$ cat config.mk
export PLATFORM = sky130hd
export DESIGN_NAME = read_data_return
export DESIGN_NICKNAME = d
export VERILOG_FILES = /design/src/rtl/read_data_return.sv
export SDC_FILE = /design/constraint.sdc
export NUM_CORES = 1
export LEC_CHECK = 0
export ABC_AREA = 1
export CAP_MARGIN = 0
export CORE_ASPECT_RATIO = 1.25
export CORE_MARGIN = 3
export CORE_UTILIZATION = 53
export CTS_CLUSTER_DIAMETER = 50
export DETAILED_ROUTE_END_ITERATION = 8
export GPL_TIMING_DRIVEN = 0
export HOLD_SLACK_MARGIN = 0.12
export PLACE_DENSITY_LB_ADDON = 0.05
export SLEW_MARGIN = 20
export SYNTH_ARGS = -nofsm -noshare
export SYNTH_HDL_FRONTEND = slang
export SYNTH_SLANG_ARGS = --single-unit
$ cat constraint.sdc
create_clock -name i_clk -period 3.6 [get_ports i_clk]
set_input_delay 0.54 -clock i_clk [delete_from_list [all_inputs] [get_ports i_clk]]
set_output_delay 0.54 -clock i_clk [all_outputs]
set_load 0.02 [all_outputs]
$ cat src/rtl/read_data_return.sv
// Pairs read-data FIFO words with in-order request IDs and returns {id,data}.
// Optional `RESP_PARITY_EN adds o_resp_parity registered alongside the data.
`ifndef BACKEND_WORD_SIZE
`define BACKEND_WORD_SIZE 32
`endif

module read_data_return #(
  parameter int DATA_WIDTH = `BACKEND_WORD_SIZE,
  parameter int ID_WIDTH   = 4,
  parameter int TAG_DEPTH  = 3
) (
  input  logic                  i_clk,
  input  logic                  i_rst_n,
  input  logic                  i_req_valid,
  input  logic [ID_WIDTH-1:0]   i_req_id,
  output logic                  o_tag_full,
  input  logic [DATA_WIDTH-1:0] i_fifo_data,
  input  logic                  i_fifo_empty,
  output logic                  o_fifo_rd_en,
  output logic                  o_resp_valid,
  input  logic                  i_resp_ready,
  output logic [ID_WIDTH-1:0]   o_resp_id,
  output logic [DATA_WIDTH-1:0] o_resp_data,
`ifdef RESP_PARITY_EN
  output logic                  o_resp_parity,
`endif
  output logic [TAG_DEPTH:0]    o_outstanding,
  output logic [1:0]            o_err
);

  localparam int TAGS = 1 << TAG_DEPTH;
  localparam logic [TAG_DEPTH:0] FULL_PAT = {1'b1, {TAG_DEPTH{1'b0}}};

  typedef enum logic {
    S_EMPTY,
    S_FULL
  } state_e;

  state_e state_q, state_d;

  logic [ID_WIDTH-1:0]   tag_mem_q [TAGS];
  logic [TAG_DEPTH:0]    wr_ptr_q, wr_ptr_d;
  logic [TAG_DEPTH:0]    rd_ptr_q, rd_ptr_d;
  logic [TAG_DEPTH:0]    cnt_q, cnt_d;
  logic                  full_q, full_d;
  logic [1:0]            err_q, err_d;
  logic [ID_WIDTH-1:0]   resp_id_q, resp_id_d;
  logic [DATA_WIDTH-1:0] resp_data_q, resp_data_d;
  logic                  tag_avail;
  logic                  push;
  logic                  pop;

  always_comb begin
    // Count is registered, so a tag pushed this cycle is poppable next cycle.
    tag_avail = (cnt_q != '0);
    push      = i_req_valid && !full_q;
    pop       = i_rst_n && !i_fifo_empty && tag_avail &&
                ((state_q == S_EMPTY) || i_resp_ready);

    wr_ptr_d = wr_ptr_q + {{TAG_DEPTH{1'b0}}, push};
    rd_ptr_d = rd_ptr_q + {{TAG_DEPTH{1'b0}}, pop};
    cnt_d    = wr_ptr_d - rd_ptr_d;
    full_d   = ((wr_ptr_d ^ rd_ptr_d) == FULL_PAT);

    state_d = state_q;
    unique case (state_q)
      S_EMPTY: if (pop) state_d = S_FULL;
      S_FULL:  if (i_resp_ready && !pop) state_d = S_EMPTY;
      default: state_d = S_EMPTY;
    endcase

    resp_id_d   = resp_id_q;
    resp_data_d = resp_data_q;
    if (pop) begin
      resp_id_d   = tag_mem_q[rd_ptr_q[TAG_DEPTH-1:0]];
      resp_data_d = i_fifo_data;
    end

    err_d    = err_q;
    err_d[0] = err_q[0] | (i_req_valid && full_q);
    err_d[1] = err_q[1] |
               (!i_fifo_empty && !tag_avail && (state_d == state_q));
  end

  always_ff @(posedge i_clk) begin
    if (push) tag_mem_q[wr_ptr_q[TAG_DEPTH-1:0]] <= i_req_id;
  end

  always_ff @(posedge i_clk or negedge i_rst_n) begin
    if (!i_rst_n) begin
      state_q     <= S_EMPTY;
      wr_ptr_q    <= '0;
      rd_ptr_q    <= '0;
      cnt_q       <= '0;
      full_q      <= 1'b0;
      err_q       <= '0;
      resp_id_q   <= '0;
      resp_data_q <= '0;
    end else begin
      state_q     <= state_d;
      wr_ptr_q    <= wr_ptr_d;
      rd_ptr_q    <= rd_ptr_d;
      cnt_q       <= cnt_d;
      full_q      <= full_d;
      err_q       <= err_d;
      resp_id_q   <= resp_id_d;
      resp_data_q <= resp_data_d;
    end
  end

`ifdef RESP_PARITY_EN
  logic par_q, par_d;

  always_comb begin
    par_d = par_q;
    if (pop) par_d = ^i_fifo_data;
  end

  always_ff @(posedge i_clk or negedge i_rst_n) begin
    if (!i_rst_n) par_q <= 1'b0;
    else          par_q <= par_d;
  end

  assign o_resp_parity = par_q;
`endif

  assign o_tag_full    = full_q;
  assign o_fifo_rd_en  = pop;
  assign o_resp_valid  = (state_q == S_FULL);
  assign o_resp_id     = resp_id_q;
  assign o_resp_data   = resp_data_q;
  assign o_outstanding = cnt_q;
  assign o_err         = err_q;

endmodule

# Word level (Yosys, flattened, before mapping)
# Memory sizes are Yosys's and may differ from the RTL's. A register that Yosys moved wholly into a read port is not among the register bits.
# Index checks and enable logic that the tools add are counted.
[word_totals]
wordCells = 37
memories = 1
ramBits = 32
regBits = 48
out_inout_bits = 45
inputBits = 41
[classes]
n_addsub = 3
muxes = 5
n_reduce_logical = 15
n_eq_ne = 2
bitwise = 4
[mem_list]
columns = ["memory", "depth", "width", "rd", "rd_ports_with_merged_regs", "wr", "line_no", "source"]
rows = [
  ["tag_mem_q", 8, 4, 1, 1, 1, "41", "logic [ID_WIDTH-1:0] tag_mem_q [TAGS];"],
]
[op_table]
columns = ["cell", "count"]
rows = [
  ["4-bit by 1-bit adder with 4-bit output", 2],
  ["1-bit logical AND", 8],
  ["1-bit zero test", 5],
  ["4-bit == test, second input constant", 1],
  ["1-bit 2-to-1 mux", 4],
  ["4-bit nonzero test", 1],
  ["4-bit subtractor", 1],
  ["4-bit bitwise XOR", 1],
  ["1-bit OR", 2],
  ["1-bit case mux with 2 select lines", 1],
  ["1-bit == test", 1],
  ["1-bit logical OR", 1],
  ["1-bit NOT", 1],
]

# Logic depth before layout (Yosys ltp)
# Gate-level depths: netlist (run 1).
[logic_depth]
word_depth = 11
depth_mapped = 16
depth_no_buf = 15

# Worst setup path before layout (run 1)
# Ideal clock, no wire load.
[synth_timing]
path_type = "input port to flip-flop"
startpoint = "input i_rst_n"
endpoint = "register cnt_q[2], in the netlist o_outstanding[2]"
required_ns = 3.476
slack_ns = 1.291
path_buffers = 1
arrival_time_ns = 2.184
stages = 11
setup_time_ns = 0.124
path_cell_list = "inv_1 -> nor2_1 -> o211ai_2 -> inv_2 -> buf_2 -> ha_1 -> ha_1 -> xnor2_1 -> ha_1 -> a21oi_1 -> xnor2_1"
[synth_via]
elab_chain_cells = 5
[synth_rtl]
columns = ["element", "line_no", "source"]
rows = [
  ["start, declared", "13", "input logic i_rst_n,"],
  ["1-bit logical AND (3 in series)", "57", "pop = i_rst_n && !i_fifo_empty && tag_avail &&"],
  ["named net o_fifo_rd_en", "19", "output logic o_fifo_rd_en,"],
  ["4-bit by 1-bit adder with 4-bit output", "61", "rd_ptr_d = rd_ptr_q + {{TAG_DEPTH{1'b0}}, pop};"],
  ["named net rd_ptr_d[1]", "43", "logic [TAG_DEPTH:0] rd_ptr_q, rd_ptr_d;"],
  ["4-bit subtractor", "62", "cnt_d = wr_ptr_d - rd_ptr_d;"],
  ["named net cnt_d[2]", "44", "logic [TAG_DEPTH:0] cnt_q, cnt_d;"],
  ["end signal, assigned", "103", "cnt_q <= cnt_d;"],
  ["end, declared", "44", ""],
]
# The timed path passes the listed nets, and every way through them passes these cells.
# A chain may end at the register's enable or synchronous reset.

# Worst setup path after layout (run 1)
[layout_timing]
startpoint = "input i_rst_n"
endpoint = "output o_fifo_rd_en"
[layout_via]
elab_chain_cells = 3
[layout_rtl]
columns = ["element", "line_no"]
rows = [
  ["1-bit logical AND (3 in series)", "57"],
  ["end, declared", "19"],
]
# Every way passes these cells.

==> results.tsv, run 1 <==
metric	value	unit
syn2layout_area_growth	33.5	%
rows	32	
setup_viol	0	
ctsResizeCount	0	
drt_iter0_markers	147	
ctsHtreeMaxLevel	3	
drive_above_1_share	8.24	%
worst_slack	0.527	ns
seq_area_frac_synth	65.2	%
skew	0.00808	ns
rsz0062_at_grt	no	
crit_buf_inv	5	
grt_use_total	21.2	%
dieArea	0.00756	mm2
power_leakage	0.00213	uW
p_per_area	815	mW/mm2
netSwitchingPower	1450	uW
start_util	55.5	%
n_antenna_cell	0	
grt_overflow	0	
slew_headroom	56.7	%
utilization	74.1	%
io_pins	86	
dp_slack	0.370	ns
synth_area	0.00347	mm2
comb_power_share	43.8	%
die_w	78.4	um
core_area	0.00625	mm2
yosys.area.top_type_share	37.5	%
ir_drop	625	uV
yosys.area.top_type	dfrtp_1	
grt_pass1_wl	12400	um
dp_hpwl	5470	um
p_int	2320	uW
synth_warnings	0	
port-buffer-count	85	
maxSlewViolCount	0	
die_h	96.4	um
routed_wl	7330	um
synth_area_per_cell	9.63	um2
syn_inst	360	
grt_pass1_vias	2634	
wl_per_cell	13.4	um
min_period	3.07	ns
synthArstFlopShare	61.9	%
synthTopCellsByArea	dfrtp_1 38%, edfxtp_1 28%, nand2_1 18%, nor2_1 3.4%, ha_1 2.2%	
critPathKind	input pin to output pin	
fin_nets	503	
fin_setup_tns	0	ns
drt_pass1_iterations	4	
synthDistinctLibCells	22	
vias	2612	
worstPathArrival	2.53	ns
cp_data_required_time	3.06	ns
pwr-share-seq	38.0	%
worstMarginPinSlew	0.649	ns
clk_latency	0.35	ns
fin_crit_sh	85.4	%
grt_max_degree	54	
cts_root_buf	clkbuf_8	
crit_fanout	53	
maxCapViolCount	0	
hold_viol	0	
outcome	complete, no violations	
hold_buffers	0	
n_fill_cell	474	
final_cell_mix	168 x nand2_1, 84 x clkdlybuf4s50_1, 52 x dfrtp_1	
fmax	0.325	GHz
hp-class	input pin to async pin	
holdWs	0.201	ns
ys_ff_latch	84	
synth_fp_nets	407	
clkSinkCount	84	
final_common_cell	nand2_1	
ant_nets	0	
critPathCaptureType	output pin	
crit_chain	buf_4 > inv_1 > nor2_1 > o211ai_2 > inv_2 > buf_2 > clkdlybuf4s50_1	
antenna_found_initial	0	
cts_buffer_depth	2	
clkSlewWorstSetupHoldPaths	0.09	ns
drc	0	
cts_buffers	9	
p_clk_share	18.2	%
synth-main-ff-cell	dfrtp_1	
synth-edff-count	32	
via_per_inst	4.78	
cpLargestDelayFamily	buffers and inverters	
cts_setup_buffers	0	
slowest_delay	0.65	ns
dp.cells	530	
switching_share	38.5	%
cts_tree	done	
worst_setup_path_start_kind	input pin	
cp_slowest_cell	clkdlybuf4s50_1	
final_cells	546	
gp_congestion	0.756	
flip-flops by register name (all words and copies together) (netlist names):
name	flops
o_err	2
o_tag_full	1
tag_mem_q	32
o_outstanding	4
o_resp_id	4
o_resp_data	32
rd_ptr_q	4
o_resp_valid	1
wr_ptr_q	4
synth_stat cells, types with 3 or more instances:
master,count
buf_2,9
dfrtp_1,52
edfxtp_1,32
ha_1,6
inv_1,15
inv_2,4
nand2_1,168
nand2_2,3
nand3_1,14
nor2_1,31
o211ai_1,4
o21ai_0,9
power groups by stage:
stage	combinational, uW	clock (uW)	sequential, uW
4_1_cts	1670	699	1430
2_1_floorplan	768	0	1670
5_1_grt	1840	744	1470
6_report	1650	687	1430
3_5_place_dp	1650	0	1450
3_3_place_gp	1610	0	1440
final cells by class:
class                           instances  area [um2]  area share [%]
Buffer                                 12        75.1            1.62
Clock buffer                            9         124            2.68
Clock inverter                          7        82.6            1.78
Inverter                               20        77.6            1.68
Multi-Input combinational cell        244        1050            22.8
Sequential cell                        84        2260            48.9
Tap cell                               85         106            2.30
Timing Repair Buffer                   85         848            18.3
worst paths after layout:
path,start,to,slack [ns],cells after the start
max,i_rst_n,o_fifo_rd_en,0.53,7
min,i_rst_n,o_resp_data[4],0.20,1
max reg2reg,o_outstanding[1],o_outstanding[2],1.14,11
min reg2reg,o_err[0],o_err[0],0.46,1
max in group asynchronous,i_rst_n,rd_ptr_q[0],2.95,1
min in group i_clk,o_err[0],o_err[0],0.46,1
cells by family (layout without fill, tap and decap cells):
group	after synthesis	after routing	synth area share (%)
and+or+nand+nor	218	218	24.5
xor gates and xnor gates	2	2	0.505
AOI/OAI and AO/OA	18	18	3.25
adders and majority gates	6	6	2.16
buffers and inverters	32	133	4.40
DFF	84	84	65.2
stage by stage:
stage,total power (uW),cell area [um2]
floorplan,2440,3470
global placement,3050,4430
detailed placement,3110,4420
CTS,3800,4630
global route,4060,4630
finish,3770,4630
per-layer routing:
metal	track usage (%)	share of wire (%)	wire (um)
met1	26.4	43	3120
met4	7.87	1.7	127
met3	4.45	5.2	382
met2	37.0	50	3690
met5	0	0	0
worst reg2reg max path: cells and delay by family (launching register included):
kind | cells | cell delay [ns]
xor+xnor | 2 | 0.41
compound gates | 2 | 0.19
buf+inv | 2 | 0.32
fa+ha+maj | 3 | 0.80
flops | 1 | 0.38
simple gates | 2 | 0.25
Power figures use the tool's default switching activity.
==> run 2: changes to the inputs <==
--- a/config.mk
+++ b/config.mk
@@ -6,10 +6,11 @@
 export NUM_CORES = 1
 export LEC_CHECK = 0
 export ABC_AREA = 1
-export CAP_MARGIN = 0
+export CELL_PAD_IN_SITES_DETAIL_PLACEMENT = 2
+export CELL_PAD_IN_SITES_GLOBAL_PLACEMENT = 2
 export CORE_ASPECT_RATIO = 1.25
 export CORE_MARGIN = 3
-export CORE_UTILIZATION = 53
+export CORE_UTILIZATION = 32
 export CTS_CLUSTER_DIAMETER = 50
 export DETAILED_ROUTE_END_ITERATION = 8
 export GPL_TIMING_DRIVEN = 0
==> run 2 against run 1 <==
Cell count rose by 8.1%; critical path depth did not move; power rose by 14%; sequential cell count did not move; non-clock buffer count did not move; largest cell class unchanged; largest power group unchanged; highest routed layer unchanged.
==> results.tsv, run 2 (synthesized netlist as in run 1, its figures left out) <==
metric	value	unit	change
skew	0.00686	ns	-0.00122 ns
comb_power_share	40.0	%	-3.8 points
fmax	0.322	GHz	-1.1%
drive_above_1_share	8.03	%	-0.22 points
ctsResizeCount	0		unchanged
reg2reg_depth	11		unchanged
use_met2	30.6	%	-6.4 points
final_cell_mix	168 x nand2_1, 84 x clkdlybuf4s50_1, 52 x dfrtp_1		
min_period	3.11	ns	+0.0338 ns
rsz0062_at_grt	no		
die_w	99.1	um	+26%
ant_nets	0		unchanged
wl_per_cell	16.8	um	+25%
clkSinkCount	84		unchanged
p_int	2740	uW	+18%
clkSlewWorstSetupHoldPaths	0.06	ns	-0.03 ns
gp_congestion	0.755		-0.16%
cts_setup_buffers	0		unchanged
start_util	33.6	%	-22 points
cp_slowest_cell	clkdlybuf4s50_1		
cp-endpoint	o_fifo_rd_en		
hold_buffers	0		unchanged
drt_iter0_markers	51		-65%
p_per_area	888	mW/mm2	+8.9%
grt.busiest_layer	met2		
path_depth	7		unchanged
via_per_inst	4.74		-1.0%
port-buffer-count	85		unchanged
p_clk_share	26.2	%	+8.0 points
cpLargestDelayFamily	buffers and inverters		
syn2layout_area_growth	39.6	%	
grt_pass1_wl	16400	um	+33%
drc	0		unchanged
critPathCaptureType	output pin		
slew_headroom	53.1	%	-3.6 points
maxSlewViolCount	0		unchanged
cts_buffer_depth	2		unchanged
critPathKind	input pin to output pin		
r2r_setup_slack	1.07	ns	-0.07 ns
worstMarginPinSlew	0.703	ns	+0.0536 ns
dp_hpwl	7100	um	+30%
setup_viol	0		unchanged
crit_start	i_rst_n		
use_met1	21.5	%	-4.9 points
cts_tree	done		
ctsHtreeMaxLevel	3		unchanged
worstPathArrival	2.57	ns	+0.04 ns
fin_nets	503		unchanged
met3_usage	3.58	%	-0.87 points
fin_crit_sh	86.3	%	+0.94 points
clk_latency	0.34	ns	about the same
dieArea	0.0121	mm2	+61%
cts_root_buf	clkbuf_16		
final_cells	590		+8.1%
n_fill_cell	1097		+130%
routed_wl	9940	um	+36%
reg2reg_from	o_outstanding[1]		
antenna_found_initial	0		unchanged
dp.cells	574		+8.3%
grt_max_degree	54		unchanged
hold_viol	0		unchanged
grt_overflow	0		unchanged
fin_setup_tns	0	ns	unchanged
r2r_end	o_outstanding[2]		
final_common_cell	nand2_1		
grt_pass1_vias	3098		+18%
outcome	complete, no violations		
ir_drop	384	uV	-39%
core_area	0.0103	mm2	+65%
rows	41		+28%
crit_chain	buf_4 > inv_1 > nor2_1 > o211ai_2 > inv_2 > buf_2 > clkdlybuf4s50_1		
power_leakage	0.00220	uW	+3.5%
grt_use_total	17.7	%	-3.6 points
worst_setup_path_start_kind	input pin		
n_antenna_cell	0		unchanged
drt_pass1_iterations	4		unchanged
hp-class	input pin to async pin		
cp_data_required_time	3.06	ns	about the same
crit_fanout	53		unchanged
vias	2794		+7.0%
die_h	122	um	+27%
netSwitchingPower	1560	uW	+7.3%
cts_buffers	9		unchanged
switching_share	36.2	%	-2.2 points
p_total	4300	uW	+14%
maxCapViolCount	0		unchanged
crit_buf_inv	5		unchanged
pwr-share-seq	33.8	%	-4.2 points
slowest_delay	0.65	ns	about the same
io_pins	86		unchanged
run 2: power groups by stage:
stage,Clock [uW],Sequential [uW],Combinational (uW)
detailed placement,0,1470,1730
CTS,1150,1460,1770
global placement,0,1450,1670
global route,1190,1500,1930
finish,1130,1450,1720
floorplan,0,1670,768
run 2: how the worst min path moves through the flow:
| stage | from | endpoint |
|---|---|---|
| global placement | o_err[0] | o_err[0] |
| finish | i_rst_n | o_resp_data[4] |
| detailed placement | o_err[0] | o_err[0] |
| global route | i_rst_n | o_resp_data[5] |
| floorplan | i_rst_n | o_err[0] |
| CTS | i_rst_n | o_resp_data[5] |
run 2: final cells by class:
cell class | instances | area, um2 | share of cell area, %
inverter | 20 | 77.6 | 1.60
multi-input combinational | 244 | 1050 | 21.8
timing repair buffer | 85 | 848 | 17.5
clock buffer | 10 | 229 | 4.73
sequential | 84 | 2260 | 46.7
clock inverter | 6 | 136 | 2.82
tap | 129 | 161 | 3.33
buffer | 12 | 75.1 | 1.55
run 2: routing by layer:
metal / routed length (um) / part of all wire (%) / vias to the layer above
met1: 4190 / 42 / 1379
met2: 5160 / 52 / 66
li1: - / - / 1336
met5: 0 / 0 / -
met4: 182 / 1.8 / 0
met3: 409 / 4.1 / 13
run 2: worst register-to-register path, delay by kind of cell (launching register included):
kind            cells  cell delay (ns)
buf+inv             2             0.34
xor+xnor            2             0.48
compound gates      2             0.19
simple gates        2             0.26
flops               1             0.38
fa+ha+maj           3             0.80
run 2: metrics by stage:
step                      utilization [%]  instance area [um2]  setup slack, ns  hold slack, ns
after floorplan                         -                 3470             1.29           0.244
after detailed placement             43.4                 4480            0.231           0.454
after global routing                 47.0                 4840            0.227           0.290
after CTS                            47.0                 4840            0.393           0.268
final                                47.0                 4840            0.494           0.242
after global placement               43.5                 4480            -1.47           0.439
==> run 3: changes to the inputs <==
--- a/config.mk
+++ b/config.mk
@@ -16,7 +16,7 @@
 export GPL_TIMING_DRIVEN = 0
 export HOLD_SLACK_MARGIN = 0.12
 export PLACE_DENSITY_LB_ADDON = 0.05
-export SLEW_MARGIN = 20
+export SLEW_MARGIN = 25
 export SYNTH_ARGS = -nofsm -noshare
 export SYNTH_HDL_FRONTEND = slang
 export SYNTH_SLANG_ARGS = --single-unit
==> run 3 against run 2 <==
Clock skew barely moved; hold slack improved by 0.23 ns; power up 0.79%; routed wire length rose by 1.4%; non-clock buffer count grew 3.
==> results.tsv, run 3 (synthesized netlist as in run 1, its figures left out) <==
metric	value	unit	change
outcome	complete, no violations		
crit_chain	dlygate4sd3_1 > buf_4 > buf_16 > inv_1 > nor2_1 > o211ai_2 > inv_2 > buf_2 > ha_1 > ha_1 > xnor2_2 > ha_1 > a21oi_1 > xnor2_1		
gp_congestion	0.755		unchanged
n_antenna_cell	0		unchanged
core_area	0.0103	mm2	unchanged
grt_pass1_vias	2989		-3.5%
clkSinkCount	84		unchanged
dieArea	0.0121	mm2	unchanged
drt_iter0_markers	93		+82%
drive_above_1_share	8.62	%	+0.59 points
setup_viol	0		unchanged
p_total	4330	uW	+0.79%
cts_setup_buffers	0		unchanged
vias	2801		+0.25%
slew_headroom	71.3	%	+18 points
fmax	0.304	GHz	-5.6%
clkSlewWorstSetupHoldPaths	0.06	ns	about the same
hp-class	flop to flop		
drt_pass1_iterations	4		unchanged
skew	0.00648	ns	-0.000372 ns
clk_latency	0.34	ns	about the same
drc	0		unchanged
cts_tree	done		
ctsHtreeMaxLevel	3		unchanged
ant_nets	0		unchanged
ir_drop	325	uV	-15%
critPathKind	input pin to flop		
min_period	3.29	ns	+0.183 ns
fin_crit_sh	91.4	%	+5.1 points
dp_hpwl	7130	um	+0.47%
cts_buffers	9		unchanged
critPathCaptureType	flop		
power_leakage	0.00225	uW	+2.3%
worstPathArrival	3.54	ns	+0.97 ns
worst_slack	0.311	ns	-0.183 ns
dp_slack	0.414	ns	+0.183 ns
worst_setup_path_start_kind	input pin		
maxCapViolCount	0		unchanged
antenna_found_initial	0		unchanged
routed_wl	10100	um	+1.4%
hold_viol	0		unchanged
cts_root_buf	clkbuf_16		
start_util	33.6	%	unchanged
final_common_cell	nand2_1		
p_per_area	882	mW/mm2	-0.70%
wl_per_cell	17.0	um	+0.86%
fin_nets	506		+0.60%
crit_fanout	23		-57%
via_per_inst	4.72		-0.26%
cp_slowest_cell	dlygate4sd3_1		
io_pins	86		unchanged
die_w	99.1	um	unchanged
rsz0062_at_grt	no		
die_h	122	um	unchanged
grt_pass1_wl	16200	um	-1.4%
grt_overflow	0		unchanged
cpMostUsedCell	ha_1		
grt_use_total	17.3	%	-0.38 points
cts_buffer_depth	2		unchanged
final_cell_mix	168 x nand2_1, 83 x clkdlybuf4s50_1, 52 x dfrtp_1		
syn2layout_area_growth	41.7	%	
worstMarginPinSlew	0.429	ns	-0.274 ns
slowest_delay	0.53	ns	-0.12 ns
cp_data_required_time	3.85	ns	+0.79 ns
maxSlewViolCount	0		unchanged
design_area	0.00492	mm2	+1.5%
grt_max_degree	47		-13%
port-buffer-count	85		unchanged
rows	41		unchanged
dpl_cell_area	0.00451	mm2	+0.61%
## run 3: final timing paths
path	start	endpoint	slack (ns)	cells after the start
worst max-delay path	i_rst_n	o_outstanding[2]	0.31	14
max in group asynchronous	i_rst_n	o_resp_data[1]	2.61	3
min in group asynchronous	i_rst_n	o_resp_data[4]	0.59	2
worst min register to register	o_err[0]	o_err[0]	0.47	1
worst max register to register	o_outstanding[0]	o_outstanding[2]	1.05	11
worst min-delay path	o_err[0]	o_err[0]	0.47	1
## run 3: layer usage
metal  GRT usage, %  up-vias  wire length [um]
met1           21.9     1391              4220
met4           5.89        0               126
li1               -     1340                 -
met5              0        -                 0
met3           3.35       10               433
met2           29.6       60              5300
## run 3: layout make-up
type	instances	area, um2
timing repair buffer	88	913
inverter	20	77.6
fill	1093	5400
clock inverter	6	136
clock buffer	10	229
multi-input combinational	244	1060
tap	129	161
sequential	84	2260
buffer	12	75.1
## run 3: critical path: cells and delay by family
family                     cells  cell delay, ns
buffers and inverters          6            1.41
adders and majority gates      3            0.77
AOI/OAI and AO/OA              2            0.34
xor gates and xnor gates       2            0.34
and+or+nand+nor                1            0.11
## run 3: power by group
part / switching (uW) / total, uW / internal [uW]
clock: 378 / 1130 / 749
combinational: 1040 / 1760 / 721
sequential: 159 / 1450 / 1290
## run 3: metrics by stage
stage	utilization, %	cells	hold WS (ns)	TNS (ns)
floorplan	-	360	0.244	0
CTS	47.3	592	0.468	0
finish	47.7	593	0.470	0
detailed placement	43.7	575	0.380	0
global route	47.7	593	0.498	0
global placement	43.5	574	0.439	-23.75
## run 3: repair_timing
action,4_1_cts,5_1_grt
hold endpoints to repair,7,0
endpoints found under the setup margin,0,3
hold buffers,1,0
resized for setup,0,2
